File: src/rtl/load_store_unit.sv
// ============================================================================
// Module   : load_store_unit
// Brief    : RV32I memory-access stage with a single-outstanding req/ack port,
//            byte-lane steering, load extension and fault detection.
// Revision : 1.0
// ============================================================================
`default_nettype none

module load_store_unit #(
  parameter int WORD_SIZE = 32,
  parameter int TIMEOUT   = 16
) (
  input  logic                 i_clk,
  input  logic                 i_rst_n,
  input  logic                 i_Valid,
  output logic                 o_Ready,
  input  logic                 i_Write,
  input  logic [2:0]           i_Funct3,
  input  logic [WORD_SIZE-1:0] i_Addr,
  input  logic [WORD_SIZE-1:0] i_WData,
  output logic                 o_MemReq,
  output logic                 o_MemWe,
  output logic [WORD_SIZE-1:0] o_MemAddr,
  output logic [3:0]           o_MemBe,
  output logic [WORD_SIZE-1:0] o_MemWData,
  input  logic                 i_MemAck,
  input  logic [WORD_SIZE-1:0] i_MemRData,
  output logic                 o_Done,
  output logic [WORD_SIZE-1:0] o_RData,
  output logic [1:0]           o_ErrCode
);

  localparam int c_CNT_W = (TIMEOUT > 1) ? $clog2(TIMEOUT) : 1;

  typedef enum logic [1:0] {
    S_IDLE = 2'd0,
    S_REQ  = 2'd1,
    S_RESP = 2'd2
  } state_t;

  state_t               r_state, w_next;
  logic [1:0]           r_off;
  logic [2:0]           r_funct3;
  logic                 r_write;
  logic [c_CNT_W-1:0]   r_cnt;
  logic                 r_mem_we;
  logic [WORD_SIZE-1:0] r_mem_addr;
  logic [3:0]           r_mem_be;
  logic [WORD_SIZE-1:0] r_mem_wdata;
  logic [WORD_SIZE-1:0] r_rdata;
  logic [1:0]           r_err;

  logic                 w_accept;
  logic                 w_illegal;
  logic                 w_misaligned;
  logic                 w_timeout;
  logic [3:0]           w_be;
  logic [WORD_SIZE-1:0] w_wdata;
  logic [WORD_SIZE-1:0] w_lane;
  logic [WORD_SIZE-1:0] w_load;

  assign w_accept  = i_Valid && (r_state == S_IDLE);
  assign w_timeout = (TIMEOUT > 0) && (r_cnt == c_CNT_W'(TIMEOUT - 1));

  // funct3[1:0] encodes access size: 00 byte, 01 half, 10 word
  always_comb begin
    w_illegal    = i_Write ? (i_Funct3 >= 3'b011)
                           : ((i_Funct3 == 3'b011) || (i_Funct3[2:1] == 2'b11));
    w_misaligned = ((i_Funct3[1:0] == 2'b01) && i_Addr[0]) ||
                   ((i_Funct3[1:0] == 2'b10) && (i_Addr[1:0] != 2'b00));
    case (i_Funct3[1:0])
      2'b00:   begin
        w_be    = 4'b0001 << i_Addr[1:0];
        w_wdata = {4{i_WData[7:0]}};
      end
      2'b01:   begin
        w_be    = i_Addr[1] ? 4'b1100 : 4'b0011;
        w_wdata = {2{i_WData[15:0]}};
      end
      default: begin
        w_be    = 4'b1111;
        w_wdata = i_WData;
      end
    endcase
  end

  always_comb begin
    w_lane = i_MemRData >> {r_off, 3'b000};
    case (r_funct3)
      3'b000:  w_load = {{(WORD_SIZE-8){w_lane[7]}}, w_lane[7:0]};
      3'b100:  w_load = {{(WORD_SIZE-8){1'b0}}, w_lane[7:0]};
      3'b001:  w_load = {{(WORD_SIZE-16){w_lane[15]}}, w_lane[15:0]};
      3'b101:  w_load = {{(WORD_SIZE-16){1'b0}}, w_lane[15:0]};
      default: w_load = w_lane;
    endcase
  end

  always_ff @(posedge i_clk or negedge i_rst_n) begin
    if (!i_rst_n) r_state <= S_IDLE;
    else          r_state <= w_next;
  end

  always_comb begin
    w_next   = r_state;
    o_Ready  = 1'b0;
    o_MemReq = 1'b0;
    o_Done   = 1'b0;
    case (r_state)
      S_IDLE: begin
        o_Ready = 1'b1;
        if (i_Valid) w_next = (w_illegal || w_misaligned) ? S_RESP : S_REQ;
      end
      S_REQ: begin
        o_MemReq = 1'b1;
        if (i_MemAck || w_timeout) w_next = S_RESP;
      end
      S_RESP: begin
        o_Done = 1'b1;
        w_next = S_IDLE;
      end
      default: w_next = S_IDLE;
    endcase
  end

  // Result registers change only on entry to RESP, so they hold between completions
  always_ff @(posedge i_clk or negedge i_rst_n) begin
    if (!i_rst_n) begin
      r_off       <= '0;
      r_funct3    <= '0;
      r_write     <= 1'b0;
      r_cnt       <= '0;
      r_mem_we    <= 1'b0;
      r_mem_addr  <= '0;
      r_mem_be    <= '0;
      r_mem_wdata <= '0;
      r_rdata     <= '0;
      r_err       <= 2'b00;
    end else begin
      if (w_accept) begin
        r_off    <= i_Addr[1:0];
        r_funct3 <= i_Funct3;
        r_write  <= i_Write;
        r_cnt    <= '0;
        if (w_illegal) begin
          r_err   <= 2'b11;
          r_rdata <= '0;
        end else if (w_misaligned) begin
          r_err   <= 2'b01;
          r_rdata <= '0;
        end else begin
          r_mem_we    <= i_Write;
          r_mem_addr  <= {i_Addr[WORD_SIZE-1:2], 2'b00};
          r_mem_be    <= w_be;
          r_mem_wdata <= w_wdata;
        end
      end else if (r_state == S_REQ) begin
        if (i_MemAck) begin
          r_rdata  <= r_write ? '0 : w_load;
          r_err    <= 2'b00;
          r_mem_we <= 1'b0;
        end else if (w_timeout) begin
          r_rdata  <= '0;
          r_err    <= 2'b10;
          r_mem_we <= 1'b0;
        end else begin
          r_cnt <= r_cnt + c_CNT_W'(1);
        end
      end
    end
  end

  assign o_MemWe    = r_mem_we;
  assign o_MemAddr  = r_mem_addr;
  assign o_MemBe    = r_mem_be;
  assign o_MemWData = r_mem_wdata;
  assign o_RData    = r_rdata;
  assign o_ErrCode  = r_err;

endmodule

`default_nettype wire

File: config.mk
export PLATFORM = sky130hd
export DESIGN_NAME = load_store_unit
export DESIGN_NICKNAME = d
export VERILOG_FILES = /design/src/rtl/load_store_unit.sv
export SDC_FILE = /design/constraint.sdc
export NUM_CORES = 1
export LEC_CHECK = 0
export CAP_MARGIN = 10
export CELL_PAD_IN_SITES_DETAIL_PLACEMENT = 0
export CELL_PAD_IN_SITES_GLOBAL_PLACEMENT = 1
export CORE_ASPECT_RATIO = 0.75
export CORE_MARGIN = 1.5
export CORE_UTILIZATION = 33
export CTS_CLUSTER_DIAMETER = 200
export DETAILED_ROUTE_END_ITERATION = 16
export PLACE_DENSITY_LB_ADDON = 0.25
export SYNTH_ARGS = -nofsm -noshare
export SYNTH_HDL_FRONTEND = slang
export SYNTH_SLANG_ARGS = --single-unit
export TNS_END_PERCENT = 1
File: constraint.sdc
create_clock -name i_clk -period 2.6 [get_ports i_clk]
set_input_delay 0.26 -clock i_clk [delete_from_list [all_inputs] [get_ports i_clk]]
set_output_delay 0.26 -clock i_clk [all_outputs]
set_load 0.02 [all_outputs]
==> results.py, run 1 <==
metrics = {
    "logic_synthesis": {
        "synth_top_family_by_area": "multiplexers",
        "synth_compound_area_share_pct": 12.76,
        "synth_edf_count": 0,
        "synth_top_area_share_pct": 54.21,
        "synth_xor_area_share_pct": 0.5037,
        "yosysMostFrequentCell": "dfrtp_1",
        "ys_seq_elements": 113,
        "synth_area_leader_cell": "dfrtp_1",
        "synth_common_cells": "dfrtp_1 (113), nand2_1 (58), mux2_2 (47), mux2i_1 (47), o21ai_0 (40)",
        "ys_async_sr_fraction_pct": 100.0,
        "synth.distinct_cells": 44,
        "synth.avg_cell_area_um2": 11.34,
        "ys.flop_type": "dfrtp_1",
        "synth_mux_area_share_pct": 19.60,
        "ys_seq_area_share_pct": 54.21,
        "synth_adder_area_share_pct": 0.2399,
        "synthCells": 460,
        "ys_warn_count": 0,
        "synth-simple-area-share_pct": 8.899,
        "ys_top_cells_by_area": "dfrtp_1 (54%), mux2_2 (10%), mux2i_1 (9.0%)",
        "syn-cell-area_um2": 5216,
    },
    "run": {
        "cap_viol_max_count": 0,
    },
    "die": {
        "dieArea_um2": 16580,
        "core_um2": 15320,
        "dieHeight_um": 111.9,
        "initial_core_util_pct": 34.04,
        "die_x_um": 148.2,
        "row_count": 39,
        "io_pins": 210,
    },
    "global_routing": {
        "grt_usage_pct": 19.16,
        "grt_max_degree": 74,
        "grt_pass1_wl_mm": 24.34,
        "antenna_found_initial": 0,
        "grt-ovfl-total": 0,
        "grt_pass1_vias": 4388,
    },
    "timing": {
        "setup_violations": 0,
        "tightest_slew_ps": 979.7,
        "rsz0062_at_grt": "false",
        "fin_tns_setup_ps": 0,
        "hold_viol_final": 0,
        "fin_crit_ps": 2030,
        "fin_crit_sh_pct": 78.08,
        "skew_ps": 11.38,
        "slew_headroom_pct": 34.45,
        "hold_slack_ps": 286.3,
        "fmax_mhz": 492.6,
        "slew_viol_final": 0,
    },
    "clocking": {
        "clkSlewWorstSetupHoldPaths_ps": 50,
        "cts_root_buf": "clkbuf_16",
        "clk_latency_ps": 410,
        "cts_max_level": 4,
        "cts_resized": 0,
        "holdBufCountCts": 1,
        "cts_buffer_depth": 2,
        "cts-buffers-inserted": 17,
        "cts.sinks": 113,
        "cts_tree": "done",
        "postCtsSetupBuffers": 0,
    },
    "detailed_routing": {
        "remaining_drc_errors": 0,
        "wl_per_cell_um": 17.18,
        "drtAntennaViolNets": 0,
        "wl_met1_mm": 6.949,
        "drtIter0Drc": 291,
        "drt_pass1_iterations": 5,
        "viasPerCell": 4.872,
        "top_layer_used": "met4",
        "dr_total_vias": 4336,
        "wl_met2_mm": 6.882,
        "wl_met3_mm": 1.338,
        "routed_wl_mm": 15.29,
    },
    "setup_path": {
        "cp_max_fo": 8,
        "cp_slowest_cell": "clkdlybuf4s50_1",
        "cp.arrival_ps": 1770,
        "start_kind": "flip-flop",
        "worstRegToRegCells": 4,
        "crit_chain": "nand2b_1 > inv_1 > clkdlybuf4s50_1",
        "required_ps": 2340,
        "slowest_delay_ps": 590,
        "cp-end-kind": "primary output",
        "crit_type": "reg2out",
    },
    "placed_design": {
        "hpwl_mm": 11.40,
        "numPortBuffers": 207,
        "place_congestion": 0.8333,
    },
    "layout": {
        "n_antenna_cell": 0,
        "drive_gt1_share_pct": 14.60,
        "area_growth_pct": 56.20,
        "final_nets": 777,
    },
    "power": {
        "finalPower_uw": 7685,
        "power_per_cell_area_nw_per_um2": 943.2,
        "irDropWorstVdd_mv": 0.6336,
        "power.leakage_uw": 0.003607,
    },
    "outcome": {
        "outcome": "complete, no violations",
    },
    "hold_path": {
        "hp-class": "in2async",
    },
}
## through the flow
| step | worst slack, ps | util, % | area (um2) | std cells |
|---|---|---|---|---|
| 2_1_floorplan | 608.5 | - | 5220 | 461 |
| 3_3_place_gp | 388.4 | 49.33 | 7559 | 857 |
| 3_5_place_dp | 353.1 | 49.33 | 7559 | 857 |
| 4_1_cts | 569.2 | 53.18 | 8148 | 890 |
| 5_1_grt | 475.6 | 53.18 | 8148 | 890 |
| 6_report | 570.0 | 53.18 | 8148 | 890 |
## routing by layer
layer  global-route usage, %  vias up
li1                        -     2067
met1                   26.77     2103
met2                   28.35      156
met3                   7.008       10
met4                   4.356        0
met5                       0        -
## kinds of logic after synthesis
family	Yosys count
compound gates	100
simple gates	106
fa+ha+maj	1
buf+inv	41
other cells	1
flops	113
xor+xnor	3
mux	95
## critical path, delay by kind of cell, from the launching register on
kind / cells / cell delay (ps)
buffers and inverters: 2 / 670
and+or+nand+nor: 1 / 240
DFF: 1 / 450
## report_power, final
group	switching, uW	total, uW	internal [uW]
Combinational	1420	2850	1430
Sequential	296	2550	2260
Clock	787	2280	1500
Total	2500	7680	5180
## placed cells by master (no fill, tap or decap), types with 2 or more instances in the layout
| cell type | count |
|---|---|
| clkbuf_16 | 17 |
| clkdlybuf4s50_1 | 206 |
| o22ai_1 | 2 |
| buf_4 | 15 |
| xor2_1 | 3 |
| buf_12 | 3 |
| a211o_1 | 7 |
| inv_1 | 8 |
| nor2_1 | 25 |
| clkinv_2 | 5 |
| clkbuf_1 | 4 |
| conb_1 | 2 |
| dfrtp_1 | 113 |
| a32o_1 | 7 |
| mux2_2 | 47 |
| mux2i_1 | 47 |
| nand3_1 | 6 |
| nor3_1 | 2 |
| o2bb2ai_1 | 6 |
| bufinv_16 | 3 |
| a221o_1 | 9 |
| nand2b_1 | 2 |
| nand2_1 | 58 |
| o21ai_0 | 40 |
| clkinvlp_4 | 2 |
| a21oi_1 | 19 |
| nor2b_1 | 3 |
| nor3b_1 | 3 |
## flip-flops by register name, indices dropped and copies added (netlist names)
signal and flops:
r_state 2, o_MemWe 1, r_cnt 4, o_MemBe 4, o_RData 32, r_funct3 3
r_off 2, r_write 1, o_ErrCode 2, o_MemWData 32, o_MemAddr 30
## final cells by class
cell class / count / area (um2)
timing repair buffer: 225 / 2245
clock buffer: 21 / 440.4
sequential: 113 / 2828
multi-input combinational: 307 / 2210
inverter: 8 / 30.03
fill: 1346 / 7174
clock inverter: 11 / 138.9
tap: 205 / 256.5
## worst paths after layout
path | endpoint | slack (ps) | startpoint
min | o_MemAddr[15]$_DFFE_PN0P_ | 290 | i_rst_n
min in group i_clk | o_MemAddr[29]$_DFFE_PN0P_ | 460 | i_Addr[29]
min reg2reg | o_MemWData[27]$_DFFE_PN0P_ | 470 | o_MemWData[27]$_DFFE_PN0P_
max | o_MemReq | 570 | r_state[1]$_DFFE_PN0P_
max reg2reg | o_RData[30]$_DFFE_PN0P_ | 600 | r_state[1]$_DFFE_PN0P_
max in group asynchronous | o_RData[15]$_DFFE_PN0P_ | 1670 | i_rst_n
(Power assumes the default switching activity.)
==> run 2, diff against run 1 <==
- clock period: 2.6 -> 2.1 ns (I/O delays scaled with it)
==> results.py, run 2 (synthesis results as in run 1) <==
metrics = {
    "setup_path": {
        "cp-startpoint": "r_state[1]$_DFFE_PN0P_",
        "rrSetupSlack_ps": 200,
        "cp-end-kind": "primary output",
        "crit_end": "o_MemReq",
        "required_ps": 1890,
        "cp.arrival_ps": 1790,
        "r2r-start": "r_state[1]$_DFFE_PN0P_",
        "r2r_end": "o_RData[30]$_DFFE_PN0P_",
        "cp_max_fo": 7,
        "crit_type": "reg2out",
        "worstRegToRegCells": 4,
        "start_kind": "flip-flop",
    },
    "die": {
        "initial_core_util_pct": 34.04,
        "row_count": 39,
        "dieHeight_um": 111.9,
        "core_um2": 15320,
        "die_x_um": 148.2,
        "io_pins": 210,
        "dieArea_um2": 16580,
    },
    "layout": {
        "multiInputGateArea_um2": 2212,
        "instances_no_fill": 901,
        "regArea_um2": 2828,
        "final_cell_mix": "clkdlybuf4s50_1 (206), dfrtp_1 (113), nand2_1 (58)",
        "drive_gt1_share_pct": 16.26,
        "final_common_cell": "clkdlybuf4s50_1",
        "fillerInstances": 1359,
        "area_growth_pct": 58.89,
        "final_nets": 788,
    },
    "clocking": {
        "cts_max_level": 4,
        "clk_latency_ps": 410,
        "cts_buffer_depth": 2,
        "clkSlewWorstSetupHoldPaths_ps": 50,
        "cts-buffers-inserted": 17,
        "cts_root_buf": "clkbuf_16",
        "postCtsSetupBuffers": 0,
        "cts_tree": "done",
        "cts.sinks": 113,
    },
    "power": {
        "p_sw_share_pct": 31.98,
        "intPower_uw": 6635,
        "p_switching_uw": 3119,
        "power.leakage_uw": 0.003681,
        "power_per_cell_area_nw_per_um2": 1177,
        "pwr-share-comb_pct": 36.6,
        "irDropWorstVdd_mv": 0.6919,
        "power_frac_clock_pct": 30.9,
        "p_seq_share_pct": 32.5,
    },
    "detailed_routing": {
        "viasPerCell": 4.842,
        "remaining_drc_errors": 0,
        "drtIter0Drc": 232,
        "routed_wl_mm": 15.63,
        "drt_pass1_iterations": 4,
        "wl_per_cell_um": 17.35,
        "dr_total_vias": 4363,
        "drtAntennaViolNets": 0,
    },
    "placed_design": {
        "numPortBuffers": 207,
        "hpwl_mm": 11.64,
        "dp.cells": 868,
        "place_congestion": 0.8559,
    },
    "global_routing": {
        "grt_pass1_vias": 4528,
        "grt-ovfl-total": 0,
        "grt_max_degree": 62,
        "grt_usage_pct": 19.58,
        "antenna_found_initial": 1,
        "grt_pass1_wl_mm": 25.01,
    },
    "timing": {
        "skew_ps": 9.181,
        "slew_headroom_pct": 37.06,
        "setup_violations": 0,
        "hold_viol_final": 0,
        "rsz0062_at_grt": "false",
        "slew_viol_final": 0,
        "fmax_mhz": 501.1,
        "fin_tns_setup_ps": 0,
        "hold_slack_ps": 243.3,
        "tightest_slew_ps": 940.6,
        "fin_crit_ps": 1996,
        "fin_crit_sh_pct": 95.03,
    },
    "outcome": {
        "outcome": "complete, no violations",
    },
    "run": {
        "cap_viol_max_count": 0,
    },
    "hold_path": {
        "hp-class": "in2async",
    },
}
==> run 2: cell types whose count changed in the layout (fill, tap and decap cells not counted), moves of 2 or more <==
cell      change
buf_4        +10
clkbuf_1      -2
clkbuf_8      +2
clkinv_2      -2
==> run 2: worst min-delay path by stage <==
stage	to	slack (ps)	cells after the start
after floorplan	o_ErrCode[0]$_DFFE_PN0P_	-90	0
after global placement	o_MemAddr[13]$_DFFE_PN0P_	130	1
after detailed placement	o_MemAddr[13]$_DFFE_PN0P_	130	1
after CTS	o_MemAddr[13]$_DFFE_PN0P_	240	2
after global routing	o_MemAddr[10]$_DFFE_PN0P_	250	2
final	o_MemAddr[10]$_DFFE_PN0P_	240	2
==> run 2: worst max-delay path, stage by stage, from the launching register on <==
cell and delay, ps:
dfrtp_1 380, buf_4 160, nand2b_1 180, inv_1 70, clkdlybuf4s50_1 590
==> run 2: power by group through the flow <==
stage	Sequential (uW)	Combinational [uW]	Clock (uW)
2_1_floorplan	3840	1080	0
4_1_cts	3180	3600	3070
3_5_place_dp	3200	3580	0
3_3_place_gp	3170	3540	0
6_report	3170	3570	3010
5_1_grt	3250	3800	3190
==> run 2: layout make-up <==
| type | instances | area share [%] |
|---|---|---|
| Timing Repair Buffer | 236 | 28.23 |
| Clock inverter | 10 | 1.917 |
| Multi-Input combinational cell | 307 | 26.69 |
| Inverter | 8 | 0.3623 |
| Tap cell | 205 | 3.095 |
| Sequential cell | 113 | 34.12 |
| Antenna cell | 1 | 0.03019 |
| Clock buffer | 21 | 5.556 |
==> run 2: per-stage QoR <==
stage / setup slack, ps / cell area [um2] / utilization (%) / power [uW]
2_1_floorplan: 108.5 / 5220 / - / 4920
3_3_place_gp: -71.74 / 7654 / 49.95 / 6717
3_5_place_dp: -91.76 / 7654 / 49.95 / 6776
4_1_cts: 84.38 / 8283 / 54.06 / 9849
5_1_grt: 28.49 / 8288 / 54.09 / 10240
6_report: 104.4 / 8288 / 54.09 / 9754
==> run 2: metal layers <==
| layer | global-route usage (%) | part of all wire (%) | vias up |
|---|---|---|---|
| met2 | 28.50 | 44 | 151 |
| met4 | 7.459 | 1.7 | 0 |
| li1 | - | - | 2096 |
| met5 | 0 | 0 | - |
| met3 | 5.574 | 8.3 | 21 |
| met1 | 27.61 | 46 | 2095 |
==> run 2: what timing repair did <==
action | 4_1_cts | 5_1_grt
hold buffers | 1 | 0
resized for setup | 0 | 1
hold endpoints to repair | 21 | 0
endpoints found under the setup margin | 0 | 2
